<file path="src/rtl/matrix_print_engine.sv">
// Prints matrices read from word storage as decimal ASCII to a UART, one DATA_W-cycle double-dabble per element.
// Bytes are offered only while tx_ready=1, with one dead cycle after every send; define DISP_SIGNED_EN for two's complement elements.
module matrix_print_engine #(
  parameter int DATA_W = 32,
  parameter int ADDR_W = 8,
  parameter int DIM_W  = 3,
  parameter int CNT_W  = 3
) (
  input  logic              clk,
  input  logic              rst_n,
  input  logic              start,
  input  logic [1:0]        mode,
  input  logic [DIM_W-1:0]  disp_m,
  input  logic [DIM_W-1:0]  disp_n,
  input  logic [ADDR_W-1:0] base_addr,
  input  logic [CNT_W-1:0]  total_cnt,
  output logic [ADDR_W-1:0] req_addr,
  output logic              rd_en,
  input  logic [DATA_W-1:0] storage_rdata,
  input  logic              tx_ready,
  output logic [7:0]        tx_data,
  output logic              tx_en,
  output logic              busy,
  output logic              done
);

  localparam int HW = ((DIM_W > CNT_W) ? DIM_W : CNT_W) + 1;
  localparam int HD = HW / 3 + 1;
  localparam int ED = DATA_W / 3 + 1;
  localparam int IW = $clog2(ED + HD + 1);
  localparam int CW = $clog2(DATA_W + 1);

  localparam logic [1:0] M_SINGLE  = 2'd0;
  localparam logic [1:0] M_LIST    = 2'd1;
  localparam logic [1:0] M_SUMMARY = 2'd2;

  typedef enum logic [2:0] {IDLE, HDR, RD_REQ, RD_WAIT, CONV, EMIT, SEP, DONE} state_t;

  state_t state, state_nxt;

  logic [1:0]        mode_q;
  logic [DIM_W-1:0]  m_q, n_q, r_q, c_q;
  logic [CNT_W-1:0]  cnt_q, k_q;
  logic [ADDR_W-1:0] addr_q;
  logic [2:0]        fld;
  logic [IW-1:0]     hdr_cnt, dig_cnt;
  logic [ED*4-1:0]   dd_bcd;
  logic [DATA_W-1:0] dd_bin;
  logic [CW-1:0]     conv_cnt;
  logic              gap;

  logic [HW-1:0]     hdr_val;
  logic [HD*4-1:0]   hdr_bcd;
  logic [IW-1:0]     hdr_top, elem_top;
  logic [3:0]        hdr_digit, elem_digit;
  logic [ED*4-1:0]   bcd_adj;
  logic [DATA_W-1:0] elem_mag;
  logic              offer;
  logic [7:0]        tx_byte;

`ifdef DISP_SIGNED_EN
  logic sign_pend;

  // The sign byte goes out ahead of the magnitude digits.
  always_ff @(posedge clk or negedge rst_n) begin
    if (!rst_n)
      sign_pend <= 1'b0;
    else if (state == RD_WAIT)
      sign_pend <= storage_rdata[DATA_W-1];
    else if (state == EMIT && tx_en)
      sign_pend <= 1'b0;
  end

  assign elem_mag = storage_rdata[DATA_W-1] ? (~storage_rdata + DATA_W'(1)) : storage_rdata;
`else
  logic sign_pend;

  assign sign_pend = 1'b0;
  assign elem_mag  = storage_rdata;
`endif

  function automatic logic [HD*4-1:0] hdr_to_bcd(input logic [HW-1:0] v);
    logic [HD*4-1:0] b;
    b = '0;
    for (int i = HW - 1; i >= 0; i--) begin
      for (int d = 0; d < HD; d++)
        if (b[d*4 +: 4] >= 4'd5) b[d*4 +: 4] = b[d*4 +: 4] + 4'd3;
      b = {b[HD*4-2:0], v[i]};
    end
    return b;
  endfunction

  logic hdr_num, hdr_fld_end, last_col, last_row, last_mat, elems_empty, elem_last, job_empty;

  assign hdr_num     = (fld == 3'd0) || (fld == 3'd2) || (fld == 3'd4);
  assign hdr_fld_end = !hdr_num || (hdr_cnt == hdr_top);
  assign last_col    = (c_q == n_q - DIM_W'(1));
  assign last_row    = (r_q == m_q - DIM_W'(1));
  assign last_mat    = (k_q == cnt_q - CNT_W'(1));
  assign elems_empty = (m_q == '0) || (n_q == '0);
  assign elem_last   = (dig_cnt == elem_top);
  assign job_empty   = (mode == 2'd3) ||
                       (mode == M_SINGLE && (disp_m == '0 || disp_n == '0)) ||
                       (mode == M_LIST && total_cnt == '0);

  // Header fields: 0=number, 1='*', 2=number, 3='*', 4=number, 5=LF; LIST uses only 0 and 5.
  always_comb begin
    case (fld)
      3'd0:    hdr_val = (mode_q == M_SUMMARY) ? HW'(m_q) : HW'(k_q) + HW'(1);
      3'd2:    hdr_val = HW'(n_q);
      3'd4:    hdr_val = HW'(cnt_q);
      default: hdr_val = '0;
    endcase
    hdr_bcd    = hdr_to_bcd(hdr_val);
    hdr_top    = '0;
    elem_top   = '0;
    hdr_digit  = '0;
    elem_digit = '0;
    bcd_adj    = dd_bcd;
    for (int d = 0; d < HD; d++)
      if (hdr_bcd[d*4 +: 4] != 4'd0) hdr_top = IW'(d);
    for (int d = 0; d < ED; d++)
      if (dd_bcd[d*4 +: 4] != 4'd0) elem_top = IW'(d);
    for (int d = 0; d < HD; d++)
      if (IW'(d) == hdr_top - hdr_cnt) hdr_digit = hdr_bcd[d*4 +: 4];
    for (int d = 0; d < ED; d++)
      if (IW'(d) == elem_top - dig_cnt) elem_digit = dd_bcd[d*4 +: 4];
    for (int d = 0; d < ED; d++)
      if (dd_bcd[d*4 +: 4] >= 4'd5) bcd_adj[d*4 +: 4] = dd_bcd[d*4 +: 4] + 4'd3;
  end

  always_comb begin
    offer   = 1'b0;
    tx_byte = 8'h00;
    case (state)
      HDR: begin
        offer = (mode_q != M_SINGLE) && !gap;
        if (hdr_num)          tx_byte = 8'h30 + {4'h0, hdr_digit};
        else if (fld == 3'd5) tx_byte = 8'h0A;
        else                  tx_byte = 8'h2A;
      end
      EMIT: begin
        offer   = !gap;
        tx_byte = sign_pend ? 8'h2D : 8'h30 + {4'h0, elem_digit};
      end
      SEP: begin
        offer   = !gap;
        tx_byte = last_col ? 8'h0A : 8'h20;
      end
      default: ;
    endcase
  end

  assign tx_en    = offer & tx_ready;
  assign tx_data  = offer ? tx_byte : 8'h00;
  assign rd_en    = (state == RD_REQ);
  assign req_addr = addr_q;
  assign busy     = (state != IDLE) && (state != DONE);
  assign done     = (state == DONE);

  always_ff @(posedge clk or negedge rst_n) begin
    if (!rst_n) state <= IDLE;
    else        state <= state_nxt;
  end

  always_comb begin
    state_nxt = state;
    case (state)
      IDLE:    if (start) state_nxt = job_empty ? DONE : HDR;
      HDR: begin
        if (mode_q == M_SINGLE)
          state_nxt = RD_REQ;
        else if (tx_en && hdr_fld_end && fld == 3'd5) begin
          if (mode_q != M_LIST)  state_nxt = DONE;
          else if (!elems_empty) state_nxt = RD_REQ;
          else if (last_mat)     state_nxt = DONE;
        end
      end
      RD_REQ:  state_nxt = RD_WAIT;
      RD_WAIT: state_nxt = CONV;
      CONV:    if (conv_cnt == CW'(DATA_W - 1)) state_nxt = EMIT;
      EMIT:    if (tx_en && !sign_pend && elem_last) state_nxt = SEP;
      SEP: begin
        if (tx_en) begin
          if (!last_col || !last_row)               state_nxt = RD_REQ;
          else if (mode_q == M_LIST && !last_mat)   state_nxt = HDR;
          else                                      state_nxt = DONE;
        end
      end
      DONE:    state_nxt = IDLE;
      default: state_nxt = IDLE;
    endcase
  end

  always_ff @(posedge clk or negedge rst_n) begin
    if (!rst_n) begin
      mode_q   <= '0;
      m_q      <= '0;
      n_q      <= '0;
      cnt_q    <= '0;
      addr_q   <= '0;
      k_q      <= '0;
      r_q      <= '0;
      c_q      <= '0;
      fld      <= '0;
      hdr_cnt  <= '0;
      dig_cnt  <= '0;
      dd_bcd   <= '0;
      dd_bin   <= '0;
      conv_cnt <= '0;
      gap      <= 1'b0;
    end else begin
      gap <= tx_en;
      case (state)
        IDLE: if (start) begin
          mode_q  <= mode;
          m_q     <= disp_m;
          n_q     <= disp_n;
          cnt_q   <= total_cnt;
          addr_q  <= base_addr;
          k_q     <= '0;
          r_q     <= '0;
          c_q     <= '0;
          fld     <= '0;
          hdr_cnt <= '0;
        end
        HDR: if (tx_en) begin
          if (!hdr_fld_end) hdr_cnt <= hdr_cnt + IW'(1);
          else begin
            hdr_cnt <= '0;
            case (fld)
              3'd0: fld <= (mode_q == M_LIST) ? 3'd5 : 3'd1;
              3'd5: begin
                fld <= 3'd0;
                if (elems_empty && !last_mat) k_q <= k_q + CNT_W'(1);
              end
              default: fld <= fld + 3'd1;
            endcase
          end
        end
        RD_WAIT: begin
          dd_bin   <= elem_mag;
          dd_bcd   <= '0;
          conv_cnt <= '0;
          dig_cnt  <= '0;
        end
        CONV: begin
          {dd_bcd, dd_bin} <= {bcd_adj, dd_bin} << 1;
          conv_cnt         <= conv_cnt + CW'(1);
        end
        EMIT: if (tx_en && !sign_pend) dig_cnt <= dig_cnt + IW'(1);
        // Consecutive matrices are contiguous, so a running address covers base + k*m*n + i.
        SEP: if (tx_en) begin
          addr_q <= addr_q + ADDR_W'(1);
          if (!last_col) c_q <= c_q + DIM_W'(1);
          else begin
            c_q <= '0;
            if (!last_row) r_q <= r_q + DIM_W'(1);
            else begin
              r_q <= '0;
              if (!last_mat) k_q <= k_q + CNT_W'(1);
            end
          end
        end
        default: ;
      endcase
    end
  end

endmodule
</file>
<file path="config.mk">
export PLATFORM = sky130hd
export DESIGN_NAME = matrix_print_engine
export DESIGN_NICKNAME = d
export VERILOG_FILES = /design/src/rtl/matrix_print_engine.sv
export SDC_FILE = /design/constraint.sdc
export NUM_CORES = 1
export LEC_CHECK = 0
export CAP_MARGIN = 5
export CORE_ASPECT_RATIO = 1.75
export CORE_MARGIN = 10
export CORE_UTILIZATION = 30
export DETAILED_ROUTE_END_ITERATION = 8
export MAX_ROUTING_LAYER = met4
export SLEW_MARGIN = 20
export SYNTH_ARGS = -nofsm -noshare
export SYNTH_HDL_FRONTEND = slang
export SYNTH_SLANG_ARGS = --single-unit
</file>
<file path="constraint.sdc">
create_clock -name clk -period 4.8 [get_ports clk]
set_input_delay 0.48 -clock clk [delete_from_list [all_inputs] [get_ports clk]]
set_output_delay 0.48 -clock clk [all_outputs]
set_load 0.01 [all_outputs]
</file>
==> flow_metrics.env <==
export IMPL_clkSinkCount=125
export IMPL_outcome="finished, final reports clean"
export IMPL_max_freq_mhz=225
export IMPL_pin_count=75
export IMPL_path_clk_slew_ns=0.06
export IMPL_cp_end_kind="primary output"
export IMPL_area_delta_synth_final_pct=22.1
export IMPL_start_util=0.303
export IMPL_portBuffers=72
export IMPL_ir_drop_mv=0.291
export IMPL_drt_iter0_drc=344
export IMPL_cp_top_family="adder cells"
export IMPL_tightest_slew_ns=0.907
export IMPL_cp_slowest_cell="fa_2"
export IMPL_routed_wl_um=21900
export IMPL_antenna_found_initial=0
export IMPL_synth_edf_count=0
export IMPL_slew_headroom=0.391
export IMPL_cts_tree="yes"
export IMPL_clkLatencyLatePin_ns=0.44
export IMPL_synth_area_leader_cell="dfrtp_1"
export IMPL_timing_rr_start="mode_q[0]$_DFFE_PN0P_"
export IMPL_clk_path_buf_depth=2
export IMPL_finalSetupViolations=0
export IMPL_die_area_sq_um=33200
export IMPL_power_frac_comb=0.519
export IMPL_synth_area_leaders="dfrtp_1 40%, ha_1 8.0%, nand2_1 6.5%, o21ai_0 3.8%, a22oi_1 3.2%"
export IMPL_ys_ff_latch=125
export IMPL_timing_hold_ws_ns=0.0674
export IMPL_fp_dieW_um=142
export IMPL_period_needed_ns=4.45
export IMPL_arrival_ns=3.97
export IMPL_firstDrtPassIters=5
export IMPL_core_area_sq_um=25800
export IMPL_cap_violations=0
export IMPL_numCtsBuffers=17
export IMPL_final_layout_size_suffix_gt1_frac=0.0938
export IMPL_fin_ws_ns=0.353
export IMPL_p_int_mw=3.59
export IMPL_seqPwrFrac=0.282
export IMPL_root_buffer="clkbuf_16"
export IMPL_leakage_nw=4.19
export IMPL_yosysUniqueCellTypes=68
export IMPL_ys_warn_count=0
export IMPL_rrSetupSlack_ns=0.88
export IMPL_grt_remaining_overflow=0
export IMPL_min_period_over_period=0.926
export IMPL_h_tree_depth=4
export IMPL_final_common_cell="nand2_1"
export IMPL_p_clk_frac=0.199
export IMPL_clock_skew_ns=0.00983
export IMPL_grt_max_degree=49
export IMPL_drtAntennaViolNets=0
export IMPL_crit_path_cell_trace="inv_2, ha_1, nor3b_2, o21ai_1, a31oi_1, o21ai_1, a31oi_1, o41ai_2, ha_2, inv_1, fa_2, buf_6, mux4_2, mux2i_1, mux2i_1, o211ai_1, o311ai_1, dlygate4sd2_1"
export IMPL_ys_flop_type="dfrtp_1"
export IMPL_row_count=78
export IMPL_worstSetupPathType="reg2out"
export IMPL_synthesis_area_sq_um=7820
export IMPL_grtUsageTotal=0.139
export IMPL_synth_area_per_cell_sq_um=9.09
export IMPL_power_switching_mw=2.77
export IMPL_vias=6674
export IMPL_dpl_worst_slack_ns=0.148
export IMPL_powerDensity_nw_per_um2=666
export IMPL_ys_seq_area_frac=0.400
export IMPL_gp_congestion=0.922
export IMPL_antennaDiodeCount=0
export IMPL_hold_path_class="in2async"
export IMPL_critPathBufInv=4
export IMPL_syn_inst=860
export IMPL_critPathMaxFanout=6
export IMPL_hold_buffers=0
export IMPL_via_per_inst=5.26
export IMPL_r2r_cells=11
export IMPL_p_sw_frac=0.435
export IMPL_maxSlewViolCount=0
export IMPL_hpwl_um=16300
export IMPL_first_global_vias=6870
export IMPL_layout_common_cells="135 x nand2_1, 123 x dfrtp_1, 67 x clkdlybuf4s50_1, 58 x o21ai_0, 50 x nor2_1"
export IMPL_wl_per_cell_um=17.3
export IMPL_worst_ep_required_time_ns=4.32
export IMPL_grt_pass1_wl_um=35600
export IMPL_nets=1042
export IMPL_slowest_delay_ns=0.60
export IMPL_synth_top_area_share=0.400
export IMPL_finalHoldViolations=0
export IMPL_route_detailed_drc=0
export IMPL_startpoint_type="flip-flop"
export IMPL_die_h_um=234
export IMPL_reg2reg_to="state[0]$_DFFE_PN0P_"
export IMPL_synthArstFlopShare=1.00
[cells in the mapped netlist (3+ instances only)]
cell type	n
a31oi_1	7
nor2_1	53
xnor2_1	16
o221ai_1	5
o21ai_0	60
o22ai_1	18
nor3b_1	7
a41oi_1	3
inv_1	49
mux2_2	4
nand3b_1	3
o211ai_1	5
nand2b_1	16
nand4_1	7
nand3_1	19
a22o_1	5
clkbuf_1	27
a22oi_1	33
nor2b_1	13
a32o_1	12
ha_1	50
dfrtp_1	125
o32ai_1	8
mux2i_1	13
and3_1	3
buf_2	7
a21oi_1	43
o31ai_1	17
nand2_1	135
nor3_1	22
mux4_2	8
o21ai_1	7
buf_1	3
xor2_1	16
[routing by layer]
metal,GRT usage,vias to the layer above,wire (um)
li1,-,3248,-
met1,0.132,3234,7990
met2,0.255,145,12500
met3,0.0299,47,735
met4,0.0692,0,750
met5,-,-,0
[logic make-up after synthesis]
logic type,share of synthesized area
simple gates,0.170
compound gates,0.206
flops,0.400
buf+inv,0.0463
fa+ha+maj,0.0826
xor+xnor,0.0477
mux,0.0469
other cells,0.000480
[power groups by stage]
stage          Sequential, mW  Combinational, mW  Clock, mW
3_5_place_dp             1.81               3.16          0
3_3_place_gp             1.80               3.11          0
6_report                 1.79               3.30       1.26
4_1_cts                  1.79               3.30       1.30
2_1_floorplan            1.65               2.35          0
5_1_grt                  1.84               3.70       1.34
[worst reg2reg max path, delay by kind of cell, from the launching register on]
kind / cells / cell delay, ns
AO/OA/AOI/OAI: 6 / 1.70
AND/OR/NAND/NOR: 2 / 0.83
flip-flops: 1 / 0.47
multiplexers: 2 / 0.43
adder cells (fa/ha/maj): 1 / 0.37
[worst max path at each step]
stage          cells past startpoint             startpoint  slack [ns]    endpoint
3_3_place_gp                      17  dd_bcd[8]$_DFFE_PN0P_        0.23  tx_data[1]
2_1_floorplan                     17  dd_bcd[8]$_DFFE_PN0P_        0.96  tx_data[3]
5_1_grt                           18  dd_bcd[8]$_DFFE_PN0P_      -0.009  tx_data[3]
3_5_place_dp                      17  dd_bcd[8]$_DFFE_PN0P_        0.15  tx_data[1]
4_1_cts                           17  dd_bcd[4]$_DFFE_PN0P_        0.03  tx_data[0]
6_report                          18  dd_bcd[8]$_DFFE_PN0P_        0.35  tx_data[3]
[layout make-up]
class	count	area (sq um)
fill	2645	16200
multi-input combinational	646	4370
sequential	125	3130
timing repair buffer	96	890
clock buffer	19	443
tap	320	400
inverter	50	188
clock inverter	13	130
[flip-flops by register name, summed over array words and instances (netlist names)]
| signal | flops |
|---|---|
| fld | 3 |
| req_addr | 8 |
| gap | 1 |
| cnt_q | 3 |
| dd_bcd | 44 |
| m_q | 3 |
| c_q | 3 |
| state | 3 |
| conv_cnt | 6 |
| hdr_cnt | 4 |
| k_q | 3 |
| r_q | 3 |
| mode_q | 2 |
| n_q | 3 |
| dig_cnt | 4 |
| dd_bin | 32 |
[timing repair]
item	4_1_cts	5_1_grt
pin swaps	3	4
resized for setup	10	11
endpoints found under the setup margin	4	4
setup buffers	6	2
[metrics by stage]
step / std cells / TNS (ns) / power (mW) / util / instance area (sq um)
5_1_grt: 1269 / -0.00940 / 6.88 / 0.371 / 9550
6_report: 1269 / 0 / 6.36 / 0.371 / 9550
3_3_place_gp: 1229 / 0 / 4.91 / 0.346 / 8900
3_5_place_dp: 1229 / 0 / 4.97 / 0.346 / 8900
2_1_floorplan: 861 / 0 / 4.00 / - / 7820
4_1_cts: 1267 / 0 / 6.39 / 0.370 / 9530
Note: power is estimated with default switching activity, not from simulation.
